<file path="src/rtl/collatz_pkg.sv">
// Shared types and widths for the Collatz range engine.
package collatz_pkg;

    localparam int VAL_W = 32;
    localparam int CNT_W = 16;
    localparam logic [CNT_W-1:0] CNT_MAX = 16'hFFFF;

    typedef enum logic [2:0] {
        IDLE,
        LOAD,
        ITER,
        WRITE,
        DONE
    } state_t;

endpackage

</file>
<file path="src/rtl/collatz_iter.sv">
// Single-value Collatz datapath: load a value, step once per cycle until n <= 1.
// With COLLATZ_OVF_FLAG_EN it flags 3n+1 overflow and length saturation per step.
module collatz_iter
    import collatz_pkg::*;
(
    input  logic             clk,
    input  logic             reset_n,
    input  logic             load,
    input  logic [VAL_W-1:0] n_in,
    output logic             busy,
`ifdef COLLATZ_OVF_FLAG_EN
    output logic             ovf,
`endif
    output logic [CNT_W-1:0] len
);

    logic [VAL_W-1:0] n_q, n_d, n_next;
    logic [CNT_W-1:0] cnt_q, cnt_d;

    assign busy   = |n_q[VAL_W-1:1];
    assign len    = cnt_q;
    assign n_next = n_q[0] ? (n_q + (n_q << 1) + VAL_W'(1)) : (n_q >> 1);

`ifdef COLLATZ_OVF_FLAG_EN
    // Smallest odd n whose 3n+1 no longer fits in 32 bits.
    localparam logic [VAL_W-1:0] OVF_THRESH = 32'h5555_5555;
    assign ovf = busy && !load && ((n_q[0] && (n_q >= OVF_THRESH)) || (cnt_q == CNT_MAX));
`endif

    always_comb begin
        // NOTE: every output of this block gets a default first, so no latch is inferred.
        n_d   = n_q;
        cnt_d = cnt_q;
        if (load) begin
            n_d   = n_in;
            cnt_d = (n_in == '0) ? '0 : CNT_W'(1);
        end else if (busy) begin
            n_d = n_next;
            if (cnt_q != CNT_MAX) begin
                cnt_d = cnt_q + CNT_W'(1);
            end
        end
    end

    always_ff @(posedge clk) begin
        // NOTE: sequential state uses non-blocking assignments so all registers update together.
        if (!reset_n) begin
            n_q   <= '0;
            cnt_q <= '0;
        end else begin
            n_q   <= n_d;
            cnt_q <= cnt_d;
        end
    end

endmodule

</file>
<file path="src/rtl/collatz_range_engine.sv">
// Range engine: computes Collatz lengths of RAM_WORDS consecutive values into a RAM and
// serves registered reads addressed by start. COLLATZ_OVF_FLAG_EN adds the sticky ovf output.
module collatz_range_engine
    import collatz_pkg::*;
#(
    parameter int RAM_WORDS     = 256,
    parameter int RAM_ADDR_BITS = 8
) (
    input  logic        clk,
    input  logic        reset_n,
    input  logic        go,
    input  logic [31:0] start,
    output logic        done,
`ifdef COLLATZ_OVF_FLAG_EN
    output logic        ovf,
`endif
    output logic [15:0] count
);

    localparam logic [RAM_ADDR_BITS-1:0] LAST_IDX = RAM_ADDR_BITS'(RAM_WORDS - 1);

    state_t                   state_q, state_d;
    logic [RAM_ADDR_BITS-1:0] idx_q, idx_d;
    logic [VAL_W-1:0]         base_q, base_d;
    logic                     done_q;
    logic [CNT_W-1:0]         rd_q;
    logic [CNT_W-1:0]         ram [RAM_WORDS];
    logic                     load, we, busy;
    logic [CNT_W-1:0]         len;

`ifdef COLLATZ_OVF_FLAG_EN
    logic ovf_q, ovf_d, step_ovf;
`endif

    collatz_iter u_iter (
        .clk     (clk),
        .reset_n (reset_n),
        .load    (load),
        .n_in    (base_q + VAL_W'(idx_q)),
        .busy    (busy),
`ifdef COLLATZ_OVF_FLAG_EN
        .ovf     (step_ovf),
`endif
        .len     (len)
    );

    always_comb begin
        state_d = state_q;
        idx_d   = idx_q;
        base_d  = base_q;
        load    = 1'b0;
        we      = 1'b0;
        case (state_q)
            IDLE: begin
                if (go) begin
                    base_d  = start;
                    idx_d   = '0;
                    state_d = LOAD;
                end
            end
            LOAD: begin
                load    = 1'b1;
                state_d = ITER;
            end
            ITER: begin
                if (!busy) state_d = WRITE;
            end
            WRITE: begin
                we = 1'b1;
                if (idx_q == LAST_IDX) begin
                    state_d = DONE;
                end else begin
                    idx_d   = idx_q + RAM_ADDR_BITS'(1);
                    state_d = LOAD;
                end
            end
            DONE:    state_d = IDLE;
            default: state_d = IDLE;
        endcase
    end

    always_ff @(posedge clk) begin
        if (!reset_n) begin
            state_q <= IDLE;
            idx_q   <= '0;
            base_q  <= '0;
            done_q  <= 1'b0;
        end else begin
            state_q <= state_d;
            idx_q   <= idx_d;
            base_q  <= base_d;
            done_q  <= (state_d == DONE);
        end
    end

    // NOTE: the RAM array is deliberately not reset so it maps onto block RAM.
    always_ff @(posedge clk) begin
        if (we) ram[idx_q] <= len;
    end

    always_ff @(posedge clk) begin
        if (!reset_n) rd_q <= '0;
        else          rd_q <= ram[start[RAM_ADDR_BITS-1:0]];
    end

`ifdef COLLATZ_OVF_FLAG_EN
    always_comb begin
        ovf_d = ovf_q;
        if (state_q == IDLE && go) ovf_d = 1'b0;
        else if (step_ovf)         ovf_d = 1'b1;
    end

    always_ff @(posedge clk) begin
        if (!reset_n) ovf_q <= 1'b0;
        else          ovf_q <= ovf_d;
    end

    assign ovf = ovf_q;
`endif

    assign done  = done_q;
    assign count = rd_q;

endmodule
</file>
<file path="config.mk">
export PLATFORM = sky130hd
export DESIGN_NAME = collatz_range_engine
export DESIGN_NICKNAME = d
export VERILOG_FILES = /design/src/rtl/collatz_pkg.sv /design/src/rtl/collatz_iter.sv /design/src/rtl/collatz_range_engine.sv
export SDC_FILE = /design/constraint.sdc
export NUM_CORES = 2
export LEC_CHECK = 0
export CORE_MARGIN = 1.5
export CORE_UTILIZATION = 65
export CTS_BUF_LIST = sky130_fd_sc_hd__clkbuf_8
export DETAILED_ROUTE_END_ITERATION = 7
export PLACE_DENSITY = 0.9
export SETUP_SLACK_MARGIN = 0.4
export SLEW_MARGIN = 10
export SYNTH_ARGS = -nofsm -noshare
export SYNTH_HDL_FRONTEND = slang
export SYNTH_HIERARCHICAL = 1
export SYNTH_SLANG_ARGS = --single-unit
</file>
<file path="constraint.sdc">
create_clock -name clk -period 11.02 [get_ports clk]
set_clock_uncertainty 0.2 [all_clocks]
set_input_delay 2.755 -clock clk [delete_from_list [all_inputs] [get_ports clk]]
set_output_delay 2.755 -clock clk [all_outputs]
set_load 0.01 [all_outputs]
</file>
# After elaboration in Yosys (flattened, before gate mapping)
# Memories as Yosys holds them, arrays and structs flattened. A register that Yosys moved wholly into a read port is not among the register bits.
# Cells that the tools add are included.
dict set report word_totals {
  register_bits 92
  n_memories 1
  wordCells 48
  ramBits 4096
  out_inout_bits 17
}
dict set report op_classes {
  n_reduce_logical 10
  addsub 5
  n_eq_ne 8
  mux 18
}
# name depth width rd rd_clocked_by_memory_dff wr line_no
set memory_table {}
lappend memory_table {ram 256 16 1 1 1 collatz_range_engine.sv:27} ;# logic [CNT_W-1:0] ram [RAM_WORDS];
# op n
set op_table {}
lappend op_table {{2-to-1 mux 32 bit} 3}
lappend op_table {{2-to-1 mux 16 bit} 3}
lappend op_table {{adder 32 x 1 -> 32 bit, second input constant} 1}
lappend op_table {{adder 32 bit} 1}
lappend op_table {{adder 32 x 8 -> 32 bit} 1}
lappend op_table {{logical NOT 32 bit} 1}
lappend op_table {{OR reduction 31 bit} 1}
lappend op_table {{adder 16 x 1 -> 16 bit, second input constant} 1}
lappend op_table {{2-to-1 mux 8 bit} 2}
lappend op_table {{!= test 16 bit, second input constant} 1}
lappend op_table {{case mux 8 bit (2 select lines)} 1}
lappend op_table {{case mux 3 bit (4 select lines)} 1}
lappend op_table {{2-to-1 mux 3 bit} 3}
lappend op_table {{adder 8 x 1 -> 8 bit, second input constant} 1}
lappend op_table {{== test 8 bit, second input constant} 1}
lappend op_table {{== test 3 x 2 -> 1 bit, second input constant} 2}
lappend op_table {{nonzero test 2 bit} 3}
lappend op_table {{2-to-1 mux 1 bit} 5}
lappend op_table {{!= test 2 bit, second input constant} 2}
lappend op_table {{AND reduction 2 bit} 2}
lappend op_table {{== test 3 x 1 -> 1 bit, second input constant} 1}
lappend op_table {{== test 3 bit, second input constant} 1}
lappend op_table {{logical NOT 3 bit} 1}
lappend op_table {{AND reduction 3 bit} 1}
lappend op_table {{logical NOT 1 bit} 1}

# Logic depth before layout (Yosys ltp)
dict set report depth {
  ltp_word 5
  mapped_depth 15
  ltp_nobuf 14
}

# By module
# The synthesis kept the hierarchy.
# module cells_each seq_area_each_um2 n_inst area_per_inst_um2
set modules_own_cells {}
lappend modules_own_cells {collatz_range_engine 7812 124199.1 1 160261.2}
lappend modules_own_cells {collatz_iter 613 960.9 1 4556.9}

# Worst setup path before layout
# OpenSTA, ideal clock, no wires.
dict set report synth_path {
  path_type {flip-flop to flip-flop}
  startpoint {register u_iter.cnt_q[1], in the netlist u_iter/len[1]}
  endpoint {register u_iter.cnt_q[10], in the netlist u_iter/len[10]}
  period_less_slack_ns 5.885
  stages_incl_launch_ff 11
  path_slack_ns 5.135
  t_required_ns 10.742
  t_arrival_ns 5.607
  cell_sequence {dfxtp_1 ha_1 nand2_1 nor2_1 nand4_1 o22ai_2 or3_1 buf_2 nor2_1 xnor2_1 nor2_1}
}
dict set report synth_via {
  elab_chain_len 4
}
# element line_no
set synth_lines {}
lappend synth_lines {{start: declaration} collatz_iter.sv:18} ;# logic [CNT_W-1:0] cnt_q, cnt_d;
lappend synth_lines {{start signal: assignment} collatz_iter.sv:52} ;# cnt_q <= cnt_d;
lappend synth_lines {{adder 16 x 1 -> 16 bit} collatz_iter.sv:40} ;# cnt_d = cnt_q + CNT_W'(1);
lappend synth_lines {{2-to-1 mux 16 bit} collatz_iter.sv:39} ;# if (cnt_q != CNT_MAX) begin
lappend synth_lines {{2-to-1 mux 16 bit} collatz_iter.sv:37} ;# end else if (busy) begin
lappend synth_lines {{2-to-1 mux 16 bit} collatz_iter.sv:34} ;# if (load) begin
# Several ways; a longest one is shown, not always the timed one. The select of a mux whose other input is x is not followed.
# A chain may end at the register's enable or synchronous reset.

==> metrics.txt <==
Cells after Synth=8,425; gr usage total=0.382; CTS Hold Bufs=0; grt total ovfl=0; Initial DRT Pass Iterations=8; FMAX=138 MHz; fillcell total=12,816; vias=96,660; Reg2Reg Setup Slack=6520 ps; Initial Util=0.655; DR vias/cell=7.53; Die W=507 um; hpwl dp=282,000 um; Placed Area=170,000 um^2; total wire length=491,000 um; number of global-route vias before repair=94,486; DRC=9; R2R depth=5; Post-Syn Nets=8,522; RSZ-0062 raised after global routing=no; Ports=52; share of cells above drive strength 1=0.210; setup TNS=0 ps; leading area contributor after synthesis=edfxtp_1; core area=252,000 um^2; CP startpoint kind=input port; Die Ht=507 um; synth unique cells=92; top_reg_cell synth=edfxtp_1; run status=finished, violations left; Yosys top cell area share=0.746; Power Internal=24.1 mW; Skew-Pair Late Insertion Delay=1190 ps; Clock Path Buffers=4; Slew headroom=-0.0292; Logic pwr share=0.058; worst-path maximum fanout=73; final instance area=182,000 um^2; Clock Pin Slew Worst Setup and Hold Paths=60 ps; top post-synthesis cells by area=edfxtp_1 75%, mux4_2 10%, mux2i_1 3.4%; wire per inst=38.2 um; Final Cycle Share=0.659; Post-Layout Cell Count=12,832; clock power share=0.380; postcts setup bufs=0; Avg Synthesized Cell Area=19.6 um^2; EDFF count, synth=4,096; min Tclk post-route=7260 ps; crit path launch=start[0]; Peak VDD IR=0.148 mV; RR Startpoint=state_q[1]; Max-Cap Viols=3; Final Hold Viols=0; CTS tree=done; Util after Layout=0.722; sw power=7.47 mW; Crit path required time=11,850 ps; Final GP Congestion=0.950; sequential fraction of the synthesis area=0.759; initial antenna violation count=29; violated checks=design-rule violations, max-capacitance violations, max-slew violations; CP arrival=8090 ps; Layout area overhead=10.2%; ys async rst share=0; CTS root buf=clkbuf_8; Worst Tran Pin Value=1530 ps; Flop pwr share=0.563; sw frac=0.237; First DRT Iteration DRCs=18,650; Sinks on Clock Net=4,204; first-pass GRT wire length=688,000 um; # resized after CTS=0; largest net degree at the start of global routing=203; Syn. warnings=6; Critical Path Sink Type=flip-flop; Antenna Violating Nets Remaining=0; Mapped Area=165,000 um^2; Final setup viols=0; Port Buffer Count=51; FF+latch count, synth=4,204; worst hold start=base_q[5]; nets@finish=9,092; min-delay worst type=reg2reg; Inst Count DP=11,708; pwr dens=174 nW/um^2; Pleak=52.5 nW; number of buffers created by CTS=633; critical path class=in2reg; # rows=184; H-tree depth=6; die area=257,000 um^2; Tot Pwr=31.5 mW; Hold Path Cell Cnt=2; Slew Limit Fails=4
[state kept, by name, summed over array words and instances, names as in the netlist, named ones only]
register and cells:
ram 4096, base_q 32, u_iter/n_q 31, count 16
u_iter/len 16, idx_q 8, state_q 3, done 1
[worst max-delay path, stage by stage]
cell,delay (ps)
buf_16,410
buf_4,620
buf_4,720
mux4_2,390
nand2_1,80
o221ai_1,140
o2bb2ai_1,200
nor4_1,1230
nand4_1,850
o22ai_1,390
[cells in the final DEF (no fill, tap or decap), drive strengths merged, types with 39 or more instances in the layout]
cell / synthesis / layout
edfxtp: 4096 / 4096
mux4: 746 / 746
clkbuf: 254 / 653
mux2i: 558 / 558
nor2: 420 / 420
buf: 256 / 400
nand2: 262 / 262
inv: 41 / 252
a22oi: 212 / 212
clkinv: 0 / 211
o22ai: 165 / 165
a21oi: 155 / 155
o221ai: 142 / 142
nand3: 127 / 127
o21ai: 121 / 121
nor3: 111 / 111
dfxtp: 108 / 108
ha: 60 / 60
nand4: 59 / 59
a211oi: 51 / 51
nor4: 48 / 48
clkdlybuf4s50: 0 / 45
a21boi: 39 / 39
[area by class of cell]
class	instances	area, um^2	area share
clock inverter	455	2430	0.0134
sequential	4204	125000	0.689
timing repair buffer	445	3750	0.0207
antenna	16	40.0	0.000220
inverter	41	159	0.000875
multi-input combinational	3670	36900	0.203
clock buffer	653	8990	0.0495
tap	3348	4190	0.0231
[cell usage after synthesis (all sizes together), types with 5 or more instances]
cell type,instances
nand4,59
or3,12
o31ai,10
mux4,746
o21ai,121
o211ai,14
edfxtp,4096
a211o,5
a31oi,23
nor3b,5
nand2,262
a22oi,212
and3,12
nand3,127
a221oi,35
nor2,420
ha,60
a311oi,8
a2111oi,21
a211oi,51
nand2b,9
o22ai,165
inv,41
mux2i,558
clkbuf,254
nor4,48
xor2,37
dfxtp,108
or2,5
o2bb2ai,14
nor3,111
o21bai,6
nor4b,5
a21boi,39
o221ai,142
buf,256
nor2b,21
nand3b,5
and2,13
xnor2,36
a21oi,155
a22o,23
a21o,11
o21a,20
[per-layer routing]
layer,vias to the layer above,share of wire,track usage
met5,-,0.00034,0
met4,24,0.083,0.252
met3,2414,0.17,0.137
met2,10894,0.45,0.568
met1,47222,0.30,0.477
li1,36106,-,-
[metrics by stage]
step	hold WS [ps]	worst slack, ps
CTS	275	4400
detailed placement	264	3290
global placement	259	3380
global route	301	4000
finish	274	3760
floorplan	243	5130
[power groups by stage]
stage	logic, mW	clock network [mW]	registers, mW
after CTS	1.74	11.9	17.7
after global placement	1.66	0	18.1
after detailed placement	1.72	0	18.1
after floorplan	1.04	0	18.2
final	1.82	12.0	17.7
after global routing	1.87	12.6	17.7
[kinds of logic (layout without fill, tap and decap cells)]
logic type / after synthesis / in the layout / share of synthesized area
other cells: 0 / 16 / 0
xor+xnor: 73 / 73 / 0.00388
compound gates: 1100 / 1100 / 0.0472
fa+ha+maj: 62 / 62 / 0.00480
mux: 1307 / 1307 / 0.136
flops: 4204 / 4204 / 0.759
buf+inv: 551 / 1594 / 0.0176
simple gates: 1128 / 1128 / 0.0312
[final timing paths]
path / to
hold reg to reg: base_q[5]
hold / removal: base_q[5]
setup / recovery: count[11]
setup reg to reg: ram[32][13]
No activity file was read; power rests on OpenSTA's default activity.
